### src/rtl/button_debounce_pkg.sv
// Shared types and constants for the push-button debounce block.
// Holds the channel state enum, default 50 MHz timings and a width helper.
package button_debounce_pkg;

    typedef enum logic [1:0] {
        RELEASED,
        PRESS_WAIT,
        PRESSED,
        RELEASE_WAIT
    } btn_state_e;

    localparam int DEF_DEBOUNCE_CYCLES = 500000;
    localparam int DEF_HOLD_CYCLES     = 50000000;
    localparam int DEF_REPEAT_CYCLES   = 12500000;

    function automatic int cnt_width(input int n);
        return (n > 1) ? $clog2(n) : 1;
    endfunction

endpackage

### src/rtl/button_debounce_chan.sv
// One button channel: 2-flop synchroniser, debounce FSM, pulses, sticky flag.
// Ports: clk, reset_n, button_n (raw, active-low), clr_latched (in);
//        btn_n_out, press_pulse, release_pulse, press_latched, repeat_pulse (out).
// Auto-repeat is built only when BUTTON_DEBOUNCE_REPEAT_EN is defined.
module button_debounce_chan
    import button_debounce_pkg::*;
#(
    parameter int DEBOUNCE_CYCLES = DEF_DEBOUNCE_CYCLES,
    parameter int HOLD_CYCLES     = DEF_HOLD_CYCLES,
    parameter int REPEAT_CYCLES   = DEF_REPEAT_CYCLES
) (
    input  logic clk,
    input  logic reset_n,
    input  logic button_n,
    input  logic clr_latched,
    output logic btn_n_out,
    output logic press_pulse,
    output logic release_pulse,
    output logic press_latched,
    output logic repeat_pulse
);

    if (DEBOUNCE_CYCLES < 2) begin : g_bad_debounce
        $error("DEBOUNCE_CYCLES must be >= 2");
    end
    if (HOLD_CYCLES < 1 || REPEAT_CYCLES < 1 ||
        REPEAT_CYCLES > HOLD_CYCLES) begin : g_bad_repeat
        $error("need 1 <= REPEAT_CYCLES <= HOLD_CYCLES");
    end

    localparam int CW = cnt_width(DEBOUNCE_CYCLES);
    localparam logic [CW-1:0] CNT_LAST = CW'(DEBOUNCE_CYCLES - 1);

    logic sync_meta;
    logic sync_n;

    // Reset to 1 so leaving reset never looks like a press.
    always_ff @(posedge clk or negedge reset_n) begin
        if (!reset_n) begin
            sync_meta <= 1'b1;
            sync_n    <= 1'b1;
        end else begin
            sync_meta <= button_n;
            sync_n    <= sync_meta;
        end
    end

    btn_state_e    state;
    btn_state_e    state_next;
    logic [CW-1:0] cnt;
    logic [CW-1:0] cnt_next;
    logic          press_next;
    logic          release_next;
    logic          level_next;

    always_comb begin
        state_next   = state;
        cnt_next     = cnt;
        press_next   = 1'b0;
        release_next = 1'b0;
        unique case (state)
            RELEASED: begin
                if (!sync_n) begin
                    state_next = PRESS_WAIT;
                    cnt_next   = '0;
                end
            end
            PRESS_WAIT: begin
                if (sync_n) begin
                    state_next = RELEASED;
                end else if (cnt == CNT_LAST) begin
                    state_next = PRESSED;
                    press_next = 1'b1;
                end else begin
                    cnt_next = cnt + CW'(1);
                end
            end
            PRESSED: begin
                if (sync_n) begin
                    state_next = RELEASE_WAIT;
                    cnt_next   = '0;
                end
            end
            RELEASE_WAIT: begin
                if (!sync_n) begin
                    state_next = PRESSED;
                end else if (cnt == CNT_LAST) begin
                    state_next   = RELEASED;
                    release_next = 1'b1;
                end else begin
                    cnt_next = cnt + CW'(1);
                end
            end
            default: begin
                state_next = RELEASED;
                cnt_next   = '0;
            end
        endcase
        level_next = !(state_next == PRESSED ||
                       state_next == RELEASE_WAIT);
    end

    always_ff @(posedge clk or negedge reset_n) begin
        if (!reset_n) begin
            state         <= RELEASED;
            cnt           <= '0;
            btn_n_out     <= 1'b1;
            press_pulse   <= 1'b0;
            release_pulse <= 1'b0;
            press_latched <= 1'b0;
        end else begin
            state         <= state_next;
            cnt           <= cnt_next;
            btn_n_out     <= level_next;
            press_pulse   <= press_next;
            release_pulse <= release_next;
            // A pulse arriving with a clear keeps the flag set.
            press_latched <= press_pulse |
                             (press_latched & ~clr_latched);
        end
    end

`ifdef BUTTON_DEBOUNCE_REPEAT_EN
    localparam int HW = cnt_width(HOLD_CYCLES);
    localparam logic [HW-1:0] HOLD_LAST   = HW'(HOLD_CYCLES - 1);
    // Reload so the next hit of HOLD_LAST is REPEAT_CYCLES later.
    localparam logic [HW-1:0] HOLD_RELOAD =
        HW'(HOLD_CYCLES - REPEAT_CYCLES);

    logic [HW-1:0] hold_cnt;
    logic [HW-1:0] hold_next;
    logic          repeat_next;

    always_comb begin
        hold_next   = hold_cnt;
        repeat_next = 1'b0;
        if (state_next == RELEASED) begin
            hold_next = '0;
        end else if (state == PRESS_WAIT &&
                     state_next == PRESSED) begin
            hold_next = '0;
        end else if (state == PRESSED ||
                     state == RELEASE_WAIT) begin
            if (hold_cnt == HOLD_LAST) begin
                hold_next   = HOLD_RELOAD;
                repeat_next = 1'b1;
            end else begin
                hold_next = hold_cnt + HW'(1);
            end
        end
    end

    always_ff @(posedge clk or negedge reset_n) begin
        if (!reset_n) begin
            hold_cnt     <= '0;
            repeat_pulse <= 1'b0;
        end else begin
            hold_cnt     <= hold_next;
            repeat_pulse <= repeat_next;
        end
    end
`else
    assign repeat_pulse = 1'b0;
`endif

endmodule

### src/rtl/button_debounce.sv
// Debounce/edge-detect stage between the button pads and the SOPC button PIO.
// Ports: clk, reset_n, button_n[N], clr_latched[N] (in); btn_n_out,
//        press_pulse, release_pulse, press_latched, repeat_pulse [N] (out).
// Optional auto-repeat: define BUTTON_DEBOUNCE_REPEAT_EN.
module button_debounce
    import button_debounce_pkg::*;
#(
    parameter int NUM_BUTTONS     = 4,
    parameter int DEBOUNCE_CYCLES = DEF_DEBOUNCE_CYCLES,
    parameter int HOLD_CYCLES     = DEF_HOLD_CYCLES,
    parameter int REPEAT_CYCLES   = DEF_REPEAT_CYCLES
) (
    input  logic                   clk,
    input  logic                   reset_n,
    input  logic [NUM_BUTTONS-1:0] button_n,
    output logic [NUM_BUTTONS-1:0] btn_n_out,
    output logic [NUM_BUTTONS-1:0] press_pulse,
    output logic [NUM_BUTTONS-1:0] release_pulse,
    output logic [NUM_BUTTONS-1:0] press_latched,
    input  logic [NUM_BUTTONS-1:0] clr_latched,
    output logic [NUM_BUTTONS-1:0] repeat_pulse
);

    for (genvar i = 0; i < NUM_BUTTONS; i++) begin : g_chan
        button_debounce_chan #(
            .DEBOUNCE_CYCLES (DEBOUNCE_CYCLES),
            .HOLD_CYCLES     (HOLD_CYCLES),
            .REPEAT_CYCLES   (REPEAT_CYCLES)
        ) u_chan (
            .clk           (clk),
            .reset_n       (reset_n),
            .button_n      (button_n[i]),
            .clr_latched   (clr_latched[i]),
            .btn_n_out     (btn_n_out[i]),
            .press_pulse   (press_pulse[i]),
            .release_pulse (release_pulse[i]),
            .press_latched (press_latched[i]),
            .repeat_pulse  (repeat_pulse[i])
        );
    end

endmodule

### config.mk
export PLATFORM = sky130hd
export DESIGN_NAME = button_debounce
export DESIGN_NICKNAME = d
export VERILOG_FILES = /design/src/rtl/button_debounce_pkg.sv /design/src/rtl/button_debounce_chan.sv /design/src/rtl/button_debounce.sv
export SDC_FILE = /design/constraint.sdc
export NUM_CORES = 1
export LEC_CHECK = 0
export CAP_MARGIN = 0
export CORE_MARGIN = 4
export CORE_UTILIZATION = 54
export CTS_CLUSTER_SIZE = 10
export DETAILED_ROUTE_END_ITERATION = 8
export PLACE_DENSITY = 0.87
export SYNTH_ARGS = -nofsm -noshare
export SYNTH_HDL_FRONTEND = slang
export SYNTH_SLANG_ARGS = --single-unit
### constraint.sdc
create_clock -name clk -period 2.2 [get_ports clk]
set_clock_uncertainty 0.2 [all_clocks]
set_input_delay 0.44 -clock clk [delete_from_list [all_inputs] [get_ports clk]]
set_output_delay 0.44 -clock clk [all_outputs]
set_load 0.02 [all_outputs]
After elaboration in Yosys (flattened, before gate mapping)
Cells that the tools add are included.

Add/subtract/negate cells: 4. Equal/unequal tests: 40. Multiplexer cells: 72. Bitwise logic cells: 12. Reduce and logical (&&, ||, !) cells: 16.

Operator list (count): 19-bit two-way mux (20); 19-bit one-hot mux with 4 select lines (4); 19-bit by 1-bit adder with 19-bit output (second input constant) (4); 19-bit == test (second input constant) (4); 2-bit two-way mux (24); 2-bit == test (second input constant) (16); 2-bit one-hot mux with 4 select lines (4); 1-bit two-way mux (20); 2-bit by 1-bit inequality test with 1-bit output (second input constant) (8); 2-bit inequality test (second input constant) (8); 4-bit AND reduction (4); 2-bit by 1-bit == test with 1-bit output (second input constant) (4); 2-bit zero test (4); 1-bit AND (4); 1-bit zero test (4); 1-bit logical OR (4); 1-bit inverter (4); 1-bit bitwise OR (4).

Register bits after elaboration: 108. Input bits: 10. Output and inout port bits: 20. Logic and storage cells: 176.

Depth between registers and ports, before layout
Word-level depth: 7. Mapped depth: 7. Depth with buffers taken out: 7.

Modules after synthesis
From an unflattened synthesis, not the netlist that was laid out.

Cells, all modules: 521. Area, all modules: 5482.8 sq um.

Modules (own cells, without submodules): button_debounce_chan (g_chan[0].u_chan ...) (instances 3, cells an instance 119, area each 1301.2 sq um, seq. area each 679.4 sq um); button_debounce_chan (g_chan[3].u_chan) (instances 1, cells an instance 164, area each 1579.0 sq um, seq. area each 679.4 sq um).

Least setup slack after synthesis
OpenSTA, ideal clock, no wires.

Path kind: reg-to-reg. Start point: register g_chan[2].u_chan.cnt[11]. End point: register g_chan[2].u_chan.cnt[13]. Library setup time: 124 ps. Data arrival time: 2037 ps. Required time: 1876 ps. Path slack: -161 ps. Cell stages (with the launch flop): 8. Buffers on the path: 2. Clock period less this slack: 2361 ps. Path through: dfrtp_1 buf_6 or4_1 or4_4 o21ai_2 buf_6 nor4_1 a211o_1.

Cells in the longest elaborated chain, start to end: 4. Elaborated cells between the ends (all ways): 6. Classes of those cells: add/sub (1); eq/ne (1); mux (4).

Ends and longest elaborated chain: from (decl) (RTL line button_debounce_chan.sv:50) `logic [CW-1:0] cnt;`; from (signal assigned) (RTL line button_debounce_chan.sv:113) `cnt <= cnt_next;`; 19-bit by 1-bit adder with 19-bit output / 19-bit == test (equally long branches); 19-bit two-way mux * (RTL line button_debounce_chan.sv:71, button_debounce_chan.sv:87); 19-bit two-way mux, on equally long branches (RTL line button_debounce_chan.sv:85, button_debounce_chan.sv:69); 19-bit one-hot mux with 4 select lines * (RTL line button_debounce_chan.sv:61) `unique case (state)`.

Mark *: on every way between the ends. The rest lies on a longest branch, timed or not. The select of a mux whose other input is x is not followed. A chain may end at the register's enable or synchronous reset.

Worst setup path after layout
Start point: register g_chan[2].u_chan.cnt[14]. End point: register g_chan[2].u_chan.cnt[13].

Cells in the longest elaborated chain, start to end: 4. Elaborated cells between the ends (all ways): 5. Classes of those cells: eq/ne (1); mux (4).

Ends and longest elaborated chain (RTL line): 19-bit == test * (button_debounce_chan.sv:71, button_debounce_chan.sv:87); 19-bit two-way mux *; 19-bit two-way mux, on equally long branches; 19-bit one-hot mux with 4 select lines *.

Marks and branches as above.

==> results.cfg <==
[timing]
hold_violations = 0
setup_ws_ns = -0.1319
rsz0062_at_grt = yes
fmax_mhz = 428.8
fin_crit_ns = 2.332
slew_headroom = 0.6304
period_share = 1.060
slew_viol_final = 0
setup_viol = 18
worst_slew_pin_slew_ns = 0.5545
whs_ns = 0.1592

[clock_network]
clkSlewWorstSetupHoldPaths_ns = 0.10
cts.sinks = 108
cts_buffers = 9
cts_max_level = 3
cts_root_buf = clkbuf_8
cts_tree = built
clock_latency_ns = 0.38
clk_path_buf_depth = 2

[synth]
synth_top_area_share = 0.4219
ys.flop_type = dfrtp_1
yosysSeqAreaShare = 0.4773
synth_area_leaders = dfrtp_1 (42%), dfstp_2 (5.5%), nand2_1 (5.4%)
muxShareOfSynthArea = 0.03186
synth.avg_cell_area_um2 = 9.289
async_reset_ff_frac = 1.000
synth_edf_count = 0
synth_xor_area_frac = 0.02153
ys_seq_elements = 108
synth-simple-area-share = 0.2615
yosys.area_share.adder = 0.008789
ys_warn_count = 0
synth_compound_area_frac = 0.1387
syn_inst = 613
ys_types = 57
synth_area_um2 = 5694
synth_top_family_by_area = simple AND/OR/NAND/NOR gates
yosysTopAreaCell = dfrtp_1

[cells_and_area]
multi_input_area_um2 = 2798
regArea_um2 = 2720
nFillCells = 805
drive_gt1_frac = 0.1813
fin_cells = 809
diodes = 0
nets = 683
syn_to_final_growth_pct = 18.17
final_common_cell = dfrtp_1
final_cell_mix = dfrtp_1 (94), nand2_1 (79), buf_4 (53)

[routing]
drt-total-wl_um = 13500
firstDrtPassIters = 5
wl_per_cell_um = 16.68
viasPerCell = 6.163
vias = 4986
drc = 0
drtAntennaViolNets = 0
first_iter_violations = 536

[floorplanning]
top_level_ports = 30
start_util = 0.5541
rows = 37
die_y_um = 110.7
design.die.area_um2 = 12250
core_area_um2 = 10280
die_x_um = 110.7

[power_and_ir_drop]
seq_power_share = 0.566
power_density_nw_per_um2 = 564.9
clock_power_share = 0.339
p_sw_frac = 0.2569
comb_power_share = 0.095
netSwitchingPower_uw = 976.4
power.internal_mw = 2.825
peakVddDrop_mv = 0.5103
leakagePower_nw = 2.984

[critical_path]
crit_required_ns = 2.28
r2r-start = g_chan[2].u_chan.cnt[14]
rrSetupSlack_ns = -0.13
crit_path_end_kind = register
timing.rr.end = g_chan[2].u_chan.cnt[13]
crit_arrival_ns = 2.41
cp_max_fo = 3
reg2reg_depth = 6
cp-start-kind = register
crit_type = reg -> reg

[run]
drv_cap = 0

[placement]
gp_congestion = 0.8990
pre_cts_ws_ns = -0.09571
dp_cells = 782
io_buffers = 25
dp_hpwl_um = 8732

[status]
status = complete, but fails checks
violations = setup timing

[global_routing]
grt_max_degree = 109
grt_antenna_before_repair = 0
gr-total-overflow = 0
grt_pass1_vias = 4943
grt.total_usage = 0.2184
grt_pass1_wl_um = 22760

[min_path]
hold_class = reg -> reg
holdPathStages = 0
hp-start = g_chan[2].u_chan.sync_meta
hold_end = g_chan[2].u_chan.sync_n
==> worst max-delay path, stage by stage, from the launching register on <==
cell	delay [ns]
dfrtp_1	0.42
or4_4	0.54
or4_4	0.45
o21ai_4	0.18
buf_4	0.15
nor4_1	0.05
a211o_1	0.24
==> stage by stage <==
stage,area [um2],TNS [ns],power [mW],util
finish,6729,-1.226,3.801,0.6547
detailed placement,6256,-0.7684,2.514,0.6087
global placement,6256,0,2.486,0.6087
CTS,6516,-0.8007,3.797,0.6340
global route,6729,-2.187,3.960,0.6547
floorplan,5719,-0.07260,2.351,-
==> final cells by class <==
class / instances / area share
Inverter: 23 / 0.01320
Clock buffer: 12 / 0.02454
Multi-Input combinational cell: 442 / 0.4158
Tap cell: 136 / 0.02529
Clock inverter: 3 / 0.006694
Timing Repair Buffer: 85 / 0.1103
Sequential cell: 108 / 0.4042
==> registers in the layout, indices dropped and copies added (netlist names) <==
name / cells
g_chan.u_chan.sync_meta: 4
g_chan.u_chan.state: 8
g_chan.u_chan.release_pulse: 4
g_chan.u_chan.press_latched: 4
g_chan.u_chan.cnt: 76
g_chan.u_chan.press_pulse: 4
g_chan.u_chan.btn_n_out: 4
g_chan.u_chan.sync_n: 4
==> worst max-delay path by stage <==
stage	startpoint	to	slack, ns
6_report	g_chan[2].u_chan.cnt[14]	g_chan[2].u_chan.cnt[13]	-0.13
5_1_grt	g_chan[2].u_chan.cnt[0]	g_chan[2].u_chan.cnt[14]	-0.22
4_1_cts	g_chan[2].u_chan.cnt[14]	g_chan[2].u_chan.cnt[3]	-0.08
3_5_place_dp	g_chan[2].u_chan.cnt[14]	g_chan[2].u_chan.cnt[18]	-0.1
3_3_place_gp	g_chan[2].u_chan.cnt[14]	g_chan[2].u_chan.cnt[14]	0.04
2_1_floorplan	g_chan[2].u_chan.cnt[11]	g_chan[2].u_chan.cnt[13]	-0.07
==> what timing repair did <==
| action | 4_1_cts | 5_1_grt |
|---|---|---|
| buffers inserted | 1 | 9 |
| hold buffers | 1 | 0 |
| gates resized for setup | 6 | 36 |
| endpoints found under the setup margin | 24 | 35 |
| endpoints found under the hold margin | 96 | 0 |
| pin swaps | 2 | 6 |
| cloned | 0 | 1 |
==> power groups by stage <==
stage,sequential [mW],combinational [mW],clock [mW]
floorplan,2.16,0.192,0
detailed placement,2.18,0.331,0
CTS,2.14,0.339,1.31
finish,2.15,0.360,1.29
global route,2.16,0.402,1.40
global placement,2.17,0.311,0
==> Yosys cell counts (6+ instances only) <==
cell      number
nand3_1       33
nand2b_1       7
dfrtp_1       96
clkbuf_1      19
and2_1        14
and3_1        17
xnor2_1        8
nand2_1       82
buf_4         20
nor3_1        19
or3_1          8
inv_1         23
a21oi_1       17
o21ai_0       37
xor2_1         6
nand4_1       24
o41ai_1       10
a31oi_1       10
a22o_1         9
mux2i_1       17
dfstp_2       12
nor2_1        33
nor4_1        16
or4_1          7
a21o_1         7
==> cells by family (layout without fill, tap and decap cells) <==
logic type	after synthesis	after routing
and+or+nand+nor	284	284
AOI/OAI and AO/OA	118	118
DFF	108	108
buffers and inverters	66	123
muxes	18	18
xor gates and xnor gates	14	14
adders and majority gates	4	4
other	1	4
==> layer usage <==
metal | vias to the layer above | share of wire | GRT usage
met3 | 30 | 0.057 | 0.04640
met4 | 0 | 0.019 | 0.08210
met2 | 197 | 0.52 | 0.3714
met1 | 2433 | 0.40 | 0.2741
li1 | 2326 | - | -
met5 | - | 0 | 0
Power figures use the tool's default switching activity.
